--- config.mk ---
export PLATFORM = sky130hd
export DESIGN_NAME = ex_hazard_alu
export DESIGN_NICKNAME = d
export VERILOG_FILES = /design/src/rtl/ex_hazard_alu_pkg.sv /design/src/rtl/ex_hazard_alu_core.sv /design/src/rtl/ex_hazard_alu.sv
export SDC_FILE = /design/constraint.sdc
export NUM_CORES = 1
export LEC_CHECK = 0
export CAP_MARGIN = 40
export CORE_ASPECT_RATIO = 2
export CORE_MARGIN = 2
export CORE_UTILIZATION = 45
export DETAILED_ROUTE_END_ITERATION = 6
export PLACE_DENSITY = 0.67
export SLEW_MARGIN = 10
export SYNTH_ARGS = -nofsm -noshare
export SYNTH_HDL_FRONTEND = slang
export SYNTH_SLANG_ARGS = --single-unit
--- constraint.sdc ---
create_clock -name vclk -period 13.35
set_input_delay 1.335 -clock vclk [all_inputs]
set_output_delay 1.335 -clock vclk [all_outputs]
set_load 0.02 [all_outputs]
--- src/rtl/ex_hazard_alu_pkg.sv ---
// ex_hazard_alu_pkg -- opcodes, forward-select codes and flag bit positions shared by ex_hazard_alu.
`default_nettype none

package ex_hazard_alu_pkg;

   typedef enum logic [4:0] {
      OP_ADD   = 5'd0,
      OP_SUB   = 5'd1,
      OP_AND   = 5'd2,
      OP_OR    = 5'd3,
      OP_XOR   = 5'd4,
      OP_NOR   = 5'd5,
      OP_NOT   = 5'd6,
      OP_SLL   = 5'd7,
      OP_SRL   = 5'd8,
      OP_SRA   = 5'd9,
      OP_SLT   = 5'd10,
      OP_SLTU  = 5'd11,
      OP_PASSA = 5'd12,
      OP_PASSB = 5'd13,
      OP_LUI   = 5'd14
   } alu_op_e;

   localparam logic [1:0] FWD_REG = 2'b00;
   localparam logic [1:0] FWD_WB  = 2'b01;
   localparam logic [1:0] FWD_MEM = 2'b10;

   localparam int FLAG_N = 3;
   localparam int FLAG_Z = 2;
   localparam int FLAG_C = 1;
   localparam int FLAG_V = 0;

endpackage

`default_nettype wire

--- src/rtl/ex_hazard_alu_core.sv ---
// ex_hazard_alu_core -- purely combinational ALU returning result, carry/borrow and signed overflow.
`default_nettype none

module ex_hazard_alu_core
   import ex_hazard_alu_pkg::*;
#(
   parameter int DATA_W = 32,
   parameter int OP_W   = 5
) (
   input  logic [DATA_W-1:0] a,
   input  logic [DATA_W-1:0] b,
   input  logic [OP_W-1:0]   opcode,
   output logic [DATA_W-1:0] result,
   output logic              carry,
   output logic              overflow
);

   localparam int MSB = DATA_W - 1;

   logic [DATA_W:0] sum;
   logic [DATA_W:0] diff;
   logic [4:0]      shamt;

   assign sum   = {1'b0, a} + {1'b0, b};
   // Top bit of the widened difference is set exactly when a < b unsigned.
   assign diff  = {1'b0, a} - {1'b0, b};
   assign shamt = b[4:0];

   always_comb begin
      result   = '0;
      carry    = 1'b0;
      overflow = 1'b0;
      case (opcode)
         OP_W'(OP_ADD): begin
            result   = sum[MSB:0];
            carry    = sum[DATA_W];
            overflow = (a[MSB] == b[MSB]) && (sum[MSB] != a[MSB]);
         end
         OP_W'(OP_SUB): begin
            result   = diff[MSB:0];
            carry    = diff[DATA_W];
            overflow = (a[MSB] != b[MSB]) && (diff[MSB] != a[MSB]);
         end
         OP_W'(OP_AND):   result = a & b;
         OP_W'(OP_OR):    result = a | b;
         OP_W'(OP_XOR):   result = a ^ b;
         OP_W'(OP_NOR):   result = ~(a | b);
         OP_W'(OP_NOT):   result = ~a;
         OP_W'(OP_SLL):   result = a << shamt;
         OP_W'(OP_SRL):   result = a >> shamt;
         OP_W'(OP_SRA):   result = $signed(a) >>> shamt;
         OP_W'(OP_SLT):   result = {{(DATA_W-1){1'b0}}, ($signed(a) < $signed(b))};
         OP_W'(OP_SLTU):  result = {{(DATA_W-1){1'b0}}, (a < b)};
         OP_W'(OP_PASSA): result = a;
         OP_W'(OP_PASSB): result = b;
         OP_W'(OP_LUI):   result = b << 16;
         default:         result = '0;
      endcase
   end

endmodule

`default_nettype wire

--- src/rtl/ex_hazard_alu.sv ---
// ex_hazard_alu -- EX-stage ALU with forwarding unit, load-use hazard detection and optional
// {N,Z,C,V} flags register enabled by macro EX_HAZARD_ALU_FLAGS_EN.
`default_nettype none

module ex_hazard_alu
   import ex_hazard_alu_pkg::*;
#(
   parameter int DATA_W = 32,
   parameter int RID_W  = 4,
   parameter int OP_W   = 5
) (
   input  logic              clock,
   input  logic              reset,
   input  logic [DATA_W-1:0] A,
   input  logic [DATA_W-1:0] B,
   input  logic [OP_W-1:0]   opcode,
   output logic [DATA_W-1:0] Out,
   output logic              zero,
   output logic [3:0]        flags,
   input  logic              ex_mem_regWrite,
   input  logic              mem_wb_regWrite,
   input  logic [RID_W-1:0]  ex_mem_registerRD,
   input  logic [RID_W-1:0]  mem_wb_registerRD,
   input  logic [RID_W-1:0]  id_ex_registerA,
   input  logic [RID_W-1:0]  id_ex_registerB,
   output logic [1:0]        forwardA,
   output logic [1:0]        forwardB,
   input  logic              id_ex_memRead,
   input  logic [RID_W-1:0]  id_ex_registerRD,
   input  logic [RID_W-1:0]  if_id_registerA,
   input  logic [RID_W-1:0]  if_id_registerB,
   output logic              enablePC,
   output logic              muxSelector
);

   logic       carry;
   logic       overflow;
   logic       load_use;
   logic [3:0] flags_next;

   ex_hazard_alu_core #(
      .DATA_W (DATA_W),
      .OP_W   (OP_W)
   ) u_core (
      .a        (A),
      .b        (B),
      .opcode   (opcode),
      .result   (Out),
      .carry    (carry),
      .overflow (overflow)
   );

   assign zero = (Out == '0);

   always_comb begin
      flags_next         = 4'b0000;
      flags_next[FLAG_N] = Out[DATA_W-1];
      flags_next[FLAG_Z] = zero;
      flags_next[FLAG_C] = carry;
      flags_next[FLAG_V] = overflow;
   end

   // Reset overrides the control outputs combinationally, not just at the next edge.
   always_comb begin
      forwardA = FWD_REG;
      forwardB = FWD_REG;
      if (reset) begin
         if (ex_mem_regWrite && (ex_mem_registerRD == id_ex_registerA))
            forwardA = FWD_MEM;
         else if (mem_wb_regWrite && (mem_wb_registerRD == id_ex_registerA))
            forwardA = FWD_WB;

         if (ex_mem_regWrite && (ex_mem_registerRD == id_ex_registerB))
            forwardB = FWD_MEM;
         else if (mem_wb_regWrite && (mem_wb_registerRD == id_ex_registerB))
            forwardB = FWD_WB;
      end
   end

   assign load_use = id_ex_memRead &&
                     ((id_ex_registerRD == if_id_registerA) ||
                      (id_ex_registerRD == if_id_registerB));

   assign enablePC    = !(reset && load_use);
   assign muxSelector = reset && load_use;

`ifdef EX_HAZARD_ALU_FLAGS_EN
   logic [3:0] flags_q;

   always_ff @(posedge clock) begin
      if (!reset)
         flags_q <= 4'b0000;
      else
         flags_q <= flags_next;
   end

   assign flags = flags_q;
`else
   logic unused_flags;

   assign unused_flags = ^flags_next;
   assign flags        = 4'b0000;
`endif

endmodule

`default_nettype wire

; ---- Yosys cells after proc, flatten, opt, wreduce, memory -nomap -nowiden
; Index checks and enable logic that the tools add are counted.
[classes]
add_sub_neg = 2
multipliers = 0
div_mod_pow = 0
magnitude_cmp = 2
eq_ne = 20
shifts = 3
muxes = 7
bitwise_logic = 5
n_reduce_logical = 10
[op_table]
columns = op, n
row1 = 32-bit one-hot mux with 15 select lines, 1
row2 = 32-bit less-than comparator, 2
row3 = 32-bit NOT, 2
row4 = 5-bit by 4-bit == test with 1-bit output (second input constant), 7
row5 = 32-bit adder, 1
row6 = 32-bit bitwise AND, 1
row7 = 32-bit zero test, 1
row8 = 32-bit OR, 1
row9 = 32-bit by 5-bit left shift with 32-bit output, 1
row10 = 32-bit by 5-bit right shift with 32-bit output, 1
row11 = 32-bit by 5-bit >>> shifter with 32-bit output, 1
row12 = 32-bit subtractor, 1
row13 = 32-bit XOR, 1
row14 = 4-bit == test, 6
row15 = 5-bit by 3-bit == test with 1-bit output (second input constant), 4
row16 = 5-bit by 2-bit == test with 1-bit output (second input constant), 2
row17 = 2-bit two-way mux, 4
row18 = 1-bit logical AND, 6
row19 = 5-bit by 1-bit == test with 1-bit output (second input constant), 1
row20 = 5-bit zero test, 1
row21 = 1-bit two-way mux, 2
row22 = 1-bit zero test, 1
row23 = 1-bit logical OR, 1
[word_totals]
register_bits = 0
latch_bits = 0
ramBits = 0
rom_bits = 0
inputBits = 102
wordCells = 49
mem_count = 0

; ---- Longest topological paths before layout
[logic_depth]
word_depth = 5
mapped_depth = 17

; ---- Modules after synthesis
; Synthesis repeated with hierarchy kept, for this count alone.
[hier_totals]
hier_cells = 1506
hier_area_um2 = 9825.7
[modules_own_cells]
columns = mod, n_inst, cells_per_inst, area_each_um2
row1 = ex_hazard_alu_core, 1, 1448, 9404.0
row2 = ex_hazard_alu, 1, 58, 421.7

; ---- Worst setup path before layout
; No wires, ideal clock.
[synth_timing]
kind = input -> output
from = input port B[2]
to = output port zero
t_arrival_ns = 5.670
required_ns = 12.015
setup_slack_ns = 6.345
stages = 15
path_buffers = 3
path_cell_list = clkbuf_1 -> clkinv_1 -> clkbuf_1 -> ha_1 -> buf_2 -> a211oi_1 -> o211ai_1 -> a211oi_2 -> o41ai_2 -> a31o_2 -> a221o_1 -> a2111oi_1 -> o2111ai_1 -> or4_1 -> nor4_2
[synth_via]
elab_chain_len = 4
word_cells_on_any_way = 13
classes_between = 2 x add/sub / 2 x order compare / 3 x shift / 1 x mux / 4 x bitwise / 1 x reduce/logical
[synth_rtl]
columns = element, line_no
row1 = "start, declared", ex_hazard_alu.sv:15  ; input logic [DATA_W-1:0] B,
row2 = branches (longest 2 deep; another with 32-bit subtractor), --
row3 = 32-bit one-hot mux with 15 select lines (*), ex_hazard_alu_core.sv:33  ; case (opcode)
row4 = 32-bit zero test (*), ex_hazard_alu.sv:53  ; assign zero = (Out == '0);
row5 = "end, declared", ex_hazard_alu.sv:18  ; output logic zero,
; Every way passes the cells marked *.

; ---- Final worst setup path
[layout_timing]
from = input port B[3]
to = output port zero
; Same word-level chain as after synthesis.

==> impl_metrics.toml <==
[layout]
fin_nets = 1806
clkbuf_count = 0
n_sequential_cell = 0
multi_input_area_um2 = 10100
regArea_um2 = 0
fin_util = 0.512
area_delta_synth_final_pct = 12.2
drive_gt1_frac = 0.0909
fillers = 2486

[worst_setup_path]
worstPathMaxFanout = 48
crit_path_end = "zero"
cp-start-kind = "primary input"
crit_type = "primary input to primary output"
critPathLaunch = "B[3]"
end_kind = "primary output"
worstPathArrival_ps = 7910
crit_required_ps = 12020

[global_route]
grt_overflow_total = 0
grt_pass1_wl_mm = 90.3
grt_usage = 0.472
grt_pass1_vias = 13556
grt_antenna_before_repair = 4
grt_max_degree = 53

[synth]
synthXorXnorAreaFrac = 0.0244
yosys.area_share.adder = 0.122
synth_top_family_by_area = "compound AO/OA/AOI/OAI gates"
yosys-top-cells-area = "mux4_2 (13%), ha_1 (12%), a21oi_1 (5.5%)"
syn_inst = 1562
synth_cell_types = 92
synth_largest_area_cell = "mux4_2"
ys_warn_count = 0
synth_compound_area_frac = 0.344
synthMuxAreaShare = 0.192
syn_area_um2 = 11100
avgSynthCellArea_um2 = 7.11
synth_seq_area_share = 0
synth_simple_gate_area_share = 0.220
yosys.area.top_type_share = 0.126

[hold_path]
min-delay-start = "id_ex_memRead"
min_path_cells = 4
hold_path.class = "primary input to primary output"

[timing]
final_max_slew_viol_count = 0
rsz0062_at_grt = "no"
finalCritPeriodShare = 0.693
hold_viol_final = 0
timing.fmax_mhz = 108
finalSetupViolCount = 0
setup_tns_ps = 0
slew_headroom = 0.367
fin_crit_ps = 9250
layout_setup_ws_ps = 4100
tightestPinTransition_ps = 926

[clock_tree]
hold_buffers = 0
postCtsSetupRepairBufs = 0
cts_resized = 0

[routing]
ant_nets = 0
wirelength_mm = 62.4
drt_iter0_drc = 1762
dr.pass1.iters = 6
wl_per_cell_um = 33.0
drc = 0
dr_total_vias = 14280
via_per_inst = 7.56

[floorplan]
start_util = 0.457
coreArea_um2 = 24300
die_w_um = 115
rows = 81
die_area_um2 = 26000
die_h_um = 226
io_pins = 145

[placement]
place_congestion = 1.08
preCtsSetupSlack_ps = 4410
io_buffers = 140
place_hpwl_mm = 47.7

[outcome]
status = "completed"

[run]
cap_violations = 0
==> worst min path at each step <==
| stage | slack, ps | end |
|---|---|---|
| floorplan | 2820 | forwardB[0] |
| CTS | 3740 | muxSelector |
| global placement | 3720 | muxSelector |
| finish | 3730 | muxSelector |
| detailed placement | 3740 | muxSelector |
| global route | 3780 | muxSelector |
==> cell usage after synthesis, types with 26 or more instances <==
cell	n
a21oi_1	121
a22oi_1	37
clkbuf_1	99
ha_1	105
inv_1	97
mux2i_1	41
mux4_2	62
nand2_1	141
nand3_1	37
nor2_1	128
nor3_1	50
o211ai_1	26
o21ai_0	92
==> layout make-up <==
type	instances	area share
Tap cell	290	0.0291
Antenna cell	5	0.00100
Multi-Input combinational cell	1319	0.808
Inverter	100	0.0301
Timing Repair Buffer	176	0.132
==> cell usage in the layout (no fill, tap or decap), drive strengths merged, types with 40 or more instances in the layout <==
cell type        n
a21oi          121
buf             40
clkdlybuf4s50  136
ha             105
inv             98
mux2i           41
mux4            67
nand2          141
nor2           128
nor3            51
o21ai          101
==> critical path, cell delays in order <==
cell             delay, ps
clkdlybuf4s50_1        460
buf_4                  480
inv_1                  480
ha_1                   550
inv_1                  150
o221ai_1               370
a211oi_1               260
o311ai_1               650
a21oi_1                420
or3_1                  440
a311oi_1               480
o21ai_0                140
a2111oi_0              460
o21ai_0                280
nor4_2                 310
clkdlybuf4s50_1        640
==> per-stage QoR <==
step                std cells  hold WS [ps]  instance area [um2]
floorplan                1565          2820                11100
global placement         1881          3720                12400
detailed placement       1884          3740                12400
CTS                      1884          3740                12400
global route             1887          3780                12500
finish                   1890          3730                12500
==> kinds of logic after synthesis <==
kind of cell / Yosys count
XOR/XNOR: 31
adder cells (fa/ha/maj): 107
multiplexers: 125
AO/OA/AOI/OAI: 548
other: 1
AND/OR/NAND/NOR: 504
buffers and inverters: 246
==> metal layers <==
layer,GRT usage,share of wire,routed length [um]
met5,0,0.00018,11
met4,0.437,0.12,7780
met3,0.103,0.10,6480
met2,0.775,0.47,29100
met1,0.488,0.31,19100
